### config.mk
export PLATFORM = sky130hd
export DESIGN_NAME = axi_wr_burst_ctrl
export DESIGN_NICKNAME = d
export VERILOG_FILES = /design/src/rtl/axi_wr_burst_ctrl.sv
export SDC_FILE = /design/constraint.sdc
export NUM_CORES = 1
export LEC_CHECK = 0
export ABC_AREA = 1
export CAP_MARGIN = 20
export CELL_PAD_IN_SITES_DETAIL_PLACEMENT = 1
export CELL_PAD_IN_SITES_GLOBAL_PLACEMENT = 1
export CORE_ASPECT_RATIO = 1.1
export CORE_UTILIZATION = 33
export CTS_BUF_LIST = sky130_fd_sc_hd__clkbuf_4
export CTS_CLUSTER_DIAMETER = 80
export CTS_CLUSTER_SIZE = 14
export DETAILED_ROUTE_END_ITERATION = 16
export HOLD_SLACK_MARGIN = 0.05
export PLACE_DENSITY = 0.84
export SETUP_SLACK_MARGIN = 0.02
export SKIP_LAST_GASP = 1
export SLEW_MARGIN = 20
export SYNTH_ARGS = -nofsm -noshare
export SYNTH_HDL_FRONTEND = slang
export SYNTH_SLANG_ARGS = --single-unit
### constraint.sdc
create_clock -name clk -period 2.4 [get_ports clk]
set_input_delay 0.48 -clock clk [delete_from_list [all_inputs] [get_ports clk]]
set_output_delay 0.48 -clock clk [all_outputs]
set_load 0.01 [all_outputs]
### src/rtl/axi_wr_burst_ctrl.sv
// -----------------------------------------------------------------------------
// axi_wr_burst_ctrl
//
// Purpose:
//   AXI write-channel slave that turns one AXI write burst into a sequence of
//   single-beat RAM write requests. The controller handles one burst at a time.
//   A RAM target (region) is chosen by AWREGION. Each beat waits for that
//   region's write-complete pulse before the next beat is accepted. Bursts that
//   are malformed or address a missing region are still fully drained. They
//   issue no RAM writes and end with an error response.
//
// Optional feature:
//   AXI_WR_WLAST_CHK_EN : when defined, WLAST is compared with the beat count.
//                         A mismatch turns the response into SLVERR, unless it
//                         is already DECERR. When undefined, WLAST is ignored.
//
// Ports:
//   clk, rst_n             single rising-edge clock, asynchronous active-low reset
//   AW* (ID/ADDR/LEN/SIZE/BURST/REGION/VALID/READY)
//                          write address channel
//   W*  (DATA/STRB/LAST/VALID/READY)
//                          write data channel
//   B*  (ID/RESP/VALID/READY)
//                          write response channel
//   ram_wr_vld/sel/addr/data/strb
//                          one-cycle registered RAM write request, one-hot region select
//   ram_wr_done            per-region write-complete pulse from the RAMs
//   busy                   high whenever the controller is not idle
// -----------------------------------------------------------------------------
module axi_wr_burst_ctrl #(
  parameter int DATA_W     = 32,
  parameter int ADDR_W     = 11,
  parameter int ID_W       = 8,
  parameter int NUM_REGION = 4
) (
  input  logic                  clk,
  input  logic                  rst_n,

  input  logic [ID_W-1:0]       AWID,
  input  logic [ADDR_W-1:0]     AWADDR,
  input  logic [7:0]            AWLEN,
  input  logic [2:0]            AWSIZE,
  input  logic [1:0]            AWBURST,
  input  logic [3:0]            AWREGION,
  input  logic                  AWVALID,
  output logic                  AWREADY,

  input  logic [DATA_W-1:0]     WDATA,
  input  logic [DATA_W/8-1:0]   WSTRB,
  input  logic                  WLAST,
  input  logic                  WVALID,
  output logic                  WREADY,

  output logic [ID_W-1:0]       BID,
  output logic [1:0]            BRESP,
  output logic                  BVALID,
  input  logic                  BREADY,

  output logic                  ram_wr_vld,
  output logic [NUM_REGION-1:0] ram_wr_sel,
  output logic [ADDR_W-1:0]     ram_wr_addr,
  output logic [DATA_W-1:0]     ram_wr_data,
  output logic [DATA_W/8-1:0]   ram_wr_strb,
  input  logic [NUM_REGION-1:0] ram_wr_done,

  output logic                  busy
);

  localparam int              STRB_W      = DATA_W / 8;
  localparam logic [2:0]      SIZE_MAX    = 3'($clog2(STRB_W));
  localparam logic [4:0]      REGION_CNT  = 5'(NUM_REGION);

  localparam logic [1:0] RESP_OKAY   = 2'b00;
  localparam logic [1:0] RESP_SLVERR = 2'b10;
  localparam logic [1:0] RESP_DECERR = 2'b11;

  localparam logic [1:0] BURST_FIXED = 2'b00;
  localparam logic [1:0] BURST_INCR  = 2'b01;
  localparam logic [1:0] BURST_WRAP  = 2'b10;

  typedef enum logic [1:0] {
    IDLE = 2'd0,
    DATA = 2'd1,
    WAIT = 2'd2,
    RESP = 2'd3
  } state_t;

  state_t state;
  state_t state_nxt;

  // Fields captured from the address phase.
  logic [ID_W-1:0]       cap_id;
  logic [ADDR_W-1:0]     cap_addr;
  logic [7:0]            cap_len;
  logic [2:0]            cap_size;
  logic [1:0]            cap_burst;
  logic [NUM_REGION-1:0] cap_mask;
  logic                  cap_suppress;

  logic [7:0]            beat;
  logic [1:0]            resp_q;
  logic                  awready_q;

  logic                  aw_hs;
  logic                  w_hs;
  logic                  done_hit;
  logic                  last_beat;
  logic                  beat_done;
  logic                  aw_decerr;
  logic                  aw_slverr;
  logic                  wrap_len_ok;
  logic [NUM_REGION-1:0] aw_mask;
  logic [ADDR_W-1:0]     step;
  logic [ADDR_W-1:0]     wrap_mask;
  logic [ADDR_W-1:0]     addr_sum;
  logic [ADDR_W-1:0]     addr_nxt;

  assign aw_hs     = AWVALID && awready_q;
  assign w_hs      = (state == DATA) && WVALID;
  assign last_beat = (beat == cap_len);

  // A region index at or beyond NUM_REGION shifts the one out of the mask.
  // That leaves an all-zero mask, so a decode-error burst can never see a done pulse.
  assign aw_mask  = {{(NUM_REGION-1){1'b0}}, 1'b1} << AWREGION;
  assign done_hit = |(ram_wr_done & cap_mask);

  // Suppressed bursts never issue a RAM write, so WAIT has nothing to wait for.
  assign beat_done = (state == WAIT) && (cap_suppress || done_hit);

  // Classify the burst while it is still on the AW channel.
  // The response and the write-suppress flag are then known before the first beat.
  always_comb begin
    wrap_len_ok = (AWLEN == 8'd1) || (AWLEN == 8'd3) ||
                  (AWLEN == 8'd7) || (AWLEN == 8'd15);
    aw_decerr   = ({1'b0, AWREGION} >= REGION_CNT);
    aw_slverr   = (AWBURST == 2'b11) ||
                  ((AWBURST == BURST_WRAP) && !wrap_len_ok) ||
                  (AWSIZE > SIZE_MAX);
  end

  // Next beat address. Only legal wrap lengths reach a RAM write.
  // For those, (len+1)*step is a power of two, so the wrap block is a plain bit mask.
  always_comb begin
    step      = ADDR_W'(1) << cap_size;
    wrap_mask = ((ADDR_W'(cap_len) + ADDR_W'(1)) << cap_size) - ADDR_W'(1);
    addr_sum  = cap_addr + step;
    case (cap_burst)
      BURST_FIXED: addr_nxt = cap_addr;
      BURST_INCR:  addr_nxt = addr_sum;
      BURST_WRAP:  addr_nxt = (cap_addr & ~wrap_mask) | (addr_sum & wrap_mask);
      default:     addr_nxt = cap_addr;
    endcase
  end

`ifdef AXI_WR_WLAST_CHK_EN
  logic wlast_bad;
  assign wlast_bad = (WLAST != last_beat);
`else
  logic unused_wlast;
  assign unused_wlast = WLAST;
`endif

  // State register.
  always_ff @(posedge clk or negedge rst_n) begin
    if (!rst_n) begin
      state <= IDLE;
    end else begin
      state <= state_nxt;
    end
  end

  // Next-state logic.
  always_comb begin
    state_nxt = state;
    case (state)
      IDLE: if (aw_hs)     state_nxt = DATA;
      DATA: if (w_hs)      state_nxt = WAIT;
      WAIT: if (beat_done) state_nxt = last_beat ? RESP : DATA;
      RESP: if (BREADY)    state_nxt = IDLE;
      default:             state_nxt = IDLE;
    endcase
  end

  // Burst bookkeeping and the registered RAM request.
  // AWREADY is registered from the next state. It is therefore low throughout reset,
  // rises on the first clock after release, and drops on the edge that accepts an address.
  always_ff @(posedge clk or negedge rst_n) begin
    if (!rst_n) begin
      awready_q    <= 1'b0;
      cap_id       <= '0;
      cap_addr     <= '0;
      cap_len      <= '0;
      cap_size     <= '0;
      cap_burst    <= '0;
      cap_mask     <= '0;
      cap_suppress <= 1'b0;
      beat         <= '0;
      resp_q       <= RESP_OKAY;
      ram_wr_vld   <= 1'b0;
      ram_wr_sel   <= '0;
      ram_wr_addr  <= '0;
      ram_wr_data  <= '0;
      ram_wr_strb  <= '0;
    end else begin
      awready_q  <= (state_nxt == IDLE);
      ram_wr_vld <= 1'b0;
      ram_wr_sel <= '0;

      if (aw_hs) begin
        cap_id       <= AWID;
        cap_addr     <= AWADDR;
        cap_len      <= AWLEN;
        cap_size     <= AWSIZE;
        cap_burst    <= AWBURST;
        cap_mask     <= aw_mask;
        cap_suppress <= aw_decerr || aw_slverr;
        beat         <= '0;
        resp_q       <= aw_decerr ? RESP_DECERR :
                        aw_slverr ? RESP_SLVERR : RESP_OKAY;
      end

      if (w_hs) begin
        if (!cap_suppress) begin
          ram_wr_vld  <= 1'b1;
          ram_wr_sel  <= cap_mask;
          ram_wr_addr <= cap_addr;
          ram_wr_data <= WDATA;
          ram_wr_strb <= WSTRB;
        end
`ifdef AXI_WR_WLAST_CHK_EN
        if (wlast_bad && (resp_q != RESP_DECERR)) begin
          resp_q <= RESP_SLVERR;
        end
`endif
      end

      if (beat_done && !last_beat) begin
        cap_addr <= addr_nxt;
        beat     <= beat + 8'd1;
      end
    end
  end

  assign AWREADY = awready_q;
  assign WREADY  = (state == DATA);
  assign BVALID  = (state == RESP);
  assign BID     = cap_id;
  assign BRESP   = resp_q;
  assign busy    = (state != IDLE);

endmodule

==> impl_metrics.csv <==
group,metric,value,unit
floorplan,core,16600,um^2
floorplan,die_w,127,um
global_routing,grt_start_max_net_pins,47,
sta,max_freq,428,MHz
clock_network,cts_tree,"done",
yosys,synthDistinctLibCells,47,
placement,port_buffers,146,
placement,place_ws,0.0348,ns
placement,dp.cells,1131,
sta,final_hold_viol_count,0,
floorplan,rows,49,
yosys,synth_seq_cells,101,
finish,instances_no_fill,1156,
clock_network,cts_max_level,3,
yosys,syn_inst,753,
finish,n_antenna_cell,0,
clock_network,numCtsBuffers,9,
global_routing,grt-ovfl-total,0,
worst_setup_path,worstPathMaxFanout,3,
route,ant_nets,0,
route,routed_wire_length_per_instance,14.8,um
finish,nNetsFinal,1016,
sta,setup_viol,0,
sta,fin_tns_setup,0,ns
worst_setup_path,cpPeakStageDelay,0.49,ns
placement,dp_hpwl,12900,um
worst_setup_path,cp_top_family,"simple AND/OR/NAND/NOR gates",
route,vias,5592,
worst_setup_path,crit_required,2.78,ns
power_and_ir_drop,irDropWorstVdd,0.000383,V
yosys,ys_seq_area_frac,0.445,
clock_network,clock-root-buffer,"clkbuf_4",
floorplan,start_util,0.342,
sta,slew_headroom,0.582,
power_and_ir_drop,p_leak,0.00372,uW
route,drtPass1Iterations,4,
sta,rsz0062_at_grt,"true",
global_routing,grtUsageTotal,0.197,
sta,fin_ws,0.0655,ns
sta,worst_pin_slew,0.627,ns
yosys,syn_avg_cell_area,7.55,um^2
route,routed_wl,17100,um
sta,maxSlewViolCount,0,
placement,gp_congestion,0.835,
global_routing,antenna_found_initial,0,
yosys,ys_warn_count,0,
worst_setup_path,critPathKind,"flop to flop",
clock_network,worstSkewPairLatency,0.49,ns
finish,design_area,7950,um^2
placement,placed_cell_area,7560,um^2
sta,clock_skew,0.0379,ns
worst_setup_path,start_kind,"flop",
sta,post-route-period-util,0.973,
job,max_cap_violations,0,
worst_setup_path,endpoint_kind,"flop",
worst_setup_path,crit_arrival,2.72,ns
worst_setup_path,slowest_stage,"dfrtp_1",
route,drt_iter0_drc,231,
global_routing,grt_pass1_vias,5749,
worst_setup_path,cpMostUsedCell,"nand2_1",
finish,areaGrowthSynthToFinish,39.7,%
route,vias_per_cell,4.84,
power_and_ir_drop,power_density,1260,nW/um^2
worst_hold_path,hold_path_class,"flop to flop",
floorplan,io-pin-count,148,
clock_network,clk_pin_slew,0.20,ns
global_routing,grt_pass1_wl,28100,um
clock_network,cts_buffer_depth,2,
yosys,syn_nets,847,
floorplan,dieArea,17800,um^2
yosys,syn_area,5690,um^2
route,drc,0,
clock_network,clkSinkCount,101,
finish,fin_util,0.478,
floorplan,die_h,140,um
worst_setup_path,path_buf_inv,2,
finish,drive_above_1_share,0.154,
worst_setup_path,path_cells,"inv_1 > nand2_1 > nor2_2 > fa_2 > nand2_1 > inv_2 > o21ai_1 > nand2_1 > nand4_1 > o211ai_1 > nand2_1 > nor2_2 > o21ai_1 > a21oi_1 > nand2_1 > nand2_1 > nand2_1 > nand2_1",
status,status,"finished clean",
sta,period_needed,2.33,ns
[timing repair]
action | in CTS | in global routing
endpoints found under the setup margin | 1 | 7
endpoints found under the hold margin | 42 | 0
setup buffers | 0 | 8
gates resized for setup | 5 | 43
pin swaps | 2 | 24
hold buffers | 1 | 0
[report_power, final]
part | internal, uW | total (uW) | switching (uW)
Combinational | 2720 | 6190 | 3470
Clock | 226 | 875 | 649
Sequential | 2380 | 2950 | 571
Total | 5320 | 10000 | 4690
[synthesized netlist by cell type, drive strengths merged]
master	number	area [um^2]
clkinv	3	11.3
a31o	1	8.76
nand3	65	405
nor2	51	245
buf	14	83.8
o31ai	1	7.51
ha	11	138
a21oi	23	123
dfrtp	101	2530
xnor2	4	35.0
o221ai	1	8.76
o2111ai	2	17.5
xor2	3	26.3
clkbuf	14	52.6
fa	1	20.0
a21o	1	7.51
a31oi	3	18.8
mux2i	3	30.0
nand2	317	1250
o21bai	2	18.8
o22ai	8	50.1
a41oi	1	8.76
nand4	9	56.3
nor3	11	60.1
o211ai	3	22.5
inv	58	225
o32ai	1	8.76
o21ai	38	201
or2	3	18.8
[cell families after synthesis]
logic type               share of synthesized area
AO/OA/AOI/OAI                               0.0883
XOR/XNOR                                    0.0108
adder cells (fa/ha/maj)                     0.0277
buffers and inverters                       0.0656
flip-flops                                   0.445
multiplexers                               0.00528
AND/OR/NAND/NOR                              0.358
[metrics by stage]
step	power [uW]	hold slack (ns)
final	10000	0.488
after global routing	10900	0.495
after CTS	9620	0.490
after detailed placement	8680	0.458
after global placement	8450	0.452
after floorplan	6390	0.184
[placed cells by master, fill, tap and decap left out, types with 4 or more instances in the layout]
| master | instances |
|---|---|
| clkinv_1 | 4 |
| buf_4 | 33 |
| buf_6 | 4 |
| nor2_4 | 6 |
| nand2_2 | 14 |
| o21ai_0 | 29 |
| ha_1 | 7 |
| dfrtp_1 | 98 |
| nand3_2 | 19 |
| o22ai_1 | 8 |
| nor3_2 | 4 |
| xnor2_1 | 4 |
| clkdlybuf4s50_1 | 145 |
| inv_1 | 50 |
| nor3_1 | 4 |
| nand2_1 | 299 |
| nand4_1 | 9 |
| a21oi_1 | 18 |
| nand3_1 | 46 |
| a21oi_2 | 5 |
| o21ai_1 | 6 |
| nor2_1 | 36 |
| nor2_2 | 8 |
| clkbuf_4 | 9 |
[final cells by class]
type	count	area (um^2)
clock buffers	9	67.6
clock inverters	7	58.8
fillers	2011	8670
inverters	61	245
multi-input cells	563	2940
flip-flops and latches	101	2530
well taps	229	287
repair buffers	186	1810
[worst reg2reg max path, stage by stage, from the launching register on]
cell and delay [ns]:
dfrtp_1 0.49, inv_1 0.11, nand2_1 0.11, nor2_2 0.06
fa_2 0.35, nand2_1 0.09, inv_2 0.05, o21ai_1 0.12
nand2_1 0.11, nand4_1 0.11, o211ai_1 0.10, nand2_1 0.12
nor2_2 0.04, o21ai_1 0.11, a21oi_1 0.05, nand2_1 0.07
nand2_1 0.04, nand2_1 0.05, nand2_1 0.05
[metal layers]
layer | vias to the layer above | GRT usage | part of all wire
met3 | 22 | 0.0323 | 0.028
met2 | 106 | 0.355 | 0.52
met4 | 0 | 0.0482 | 0.017
met5 | - | 0 | 0
met1 | 2712 | 0.243 | 0.44
li1 | 2752 | - | -
[path summary, 6_finish.rpt]
check                                     from  slack, ns         endpoint  cells after the start
max in group asynchronous                rst_n       1.19      cap_size[0]                      3
min in group asynchronous                rst_n       0.52  ram_wr_data[19]                      2
worst max register to register     cap_size[1]       0.07             flop                     18
worst min register to register  ram_wr_data[3]       0.49   ram_wr_data[3]                      2
worst max-delay path               cap_size[1]       0.07             flop                     18
worst min-delay path            ram_wr_data[3]       0.49   ram_wr_data[3]                      2
(Power assumes the default switching activity.)
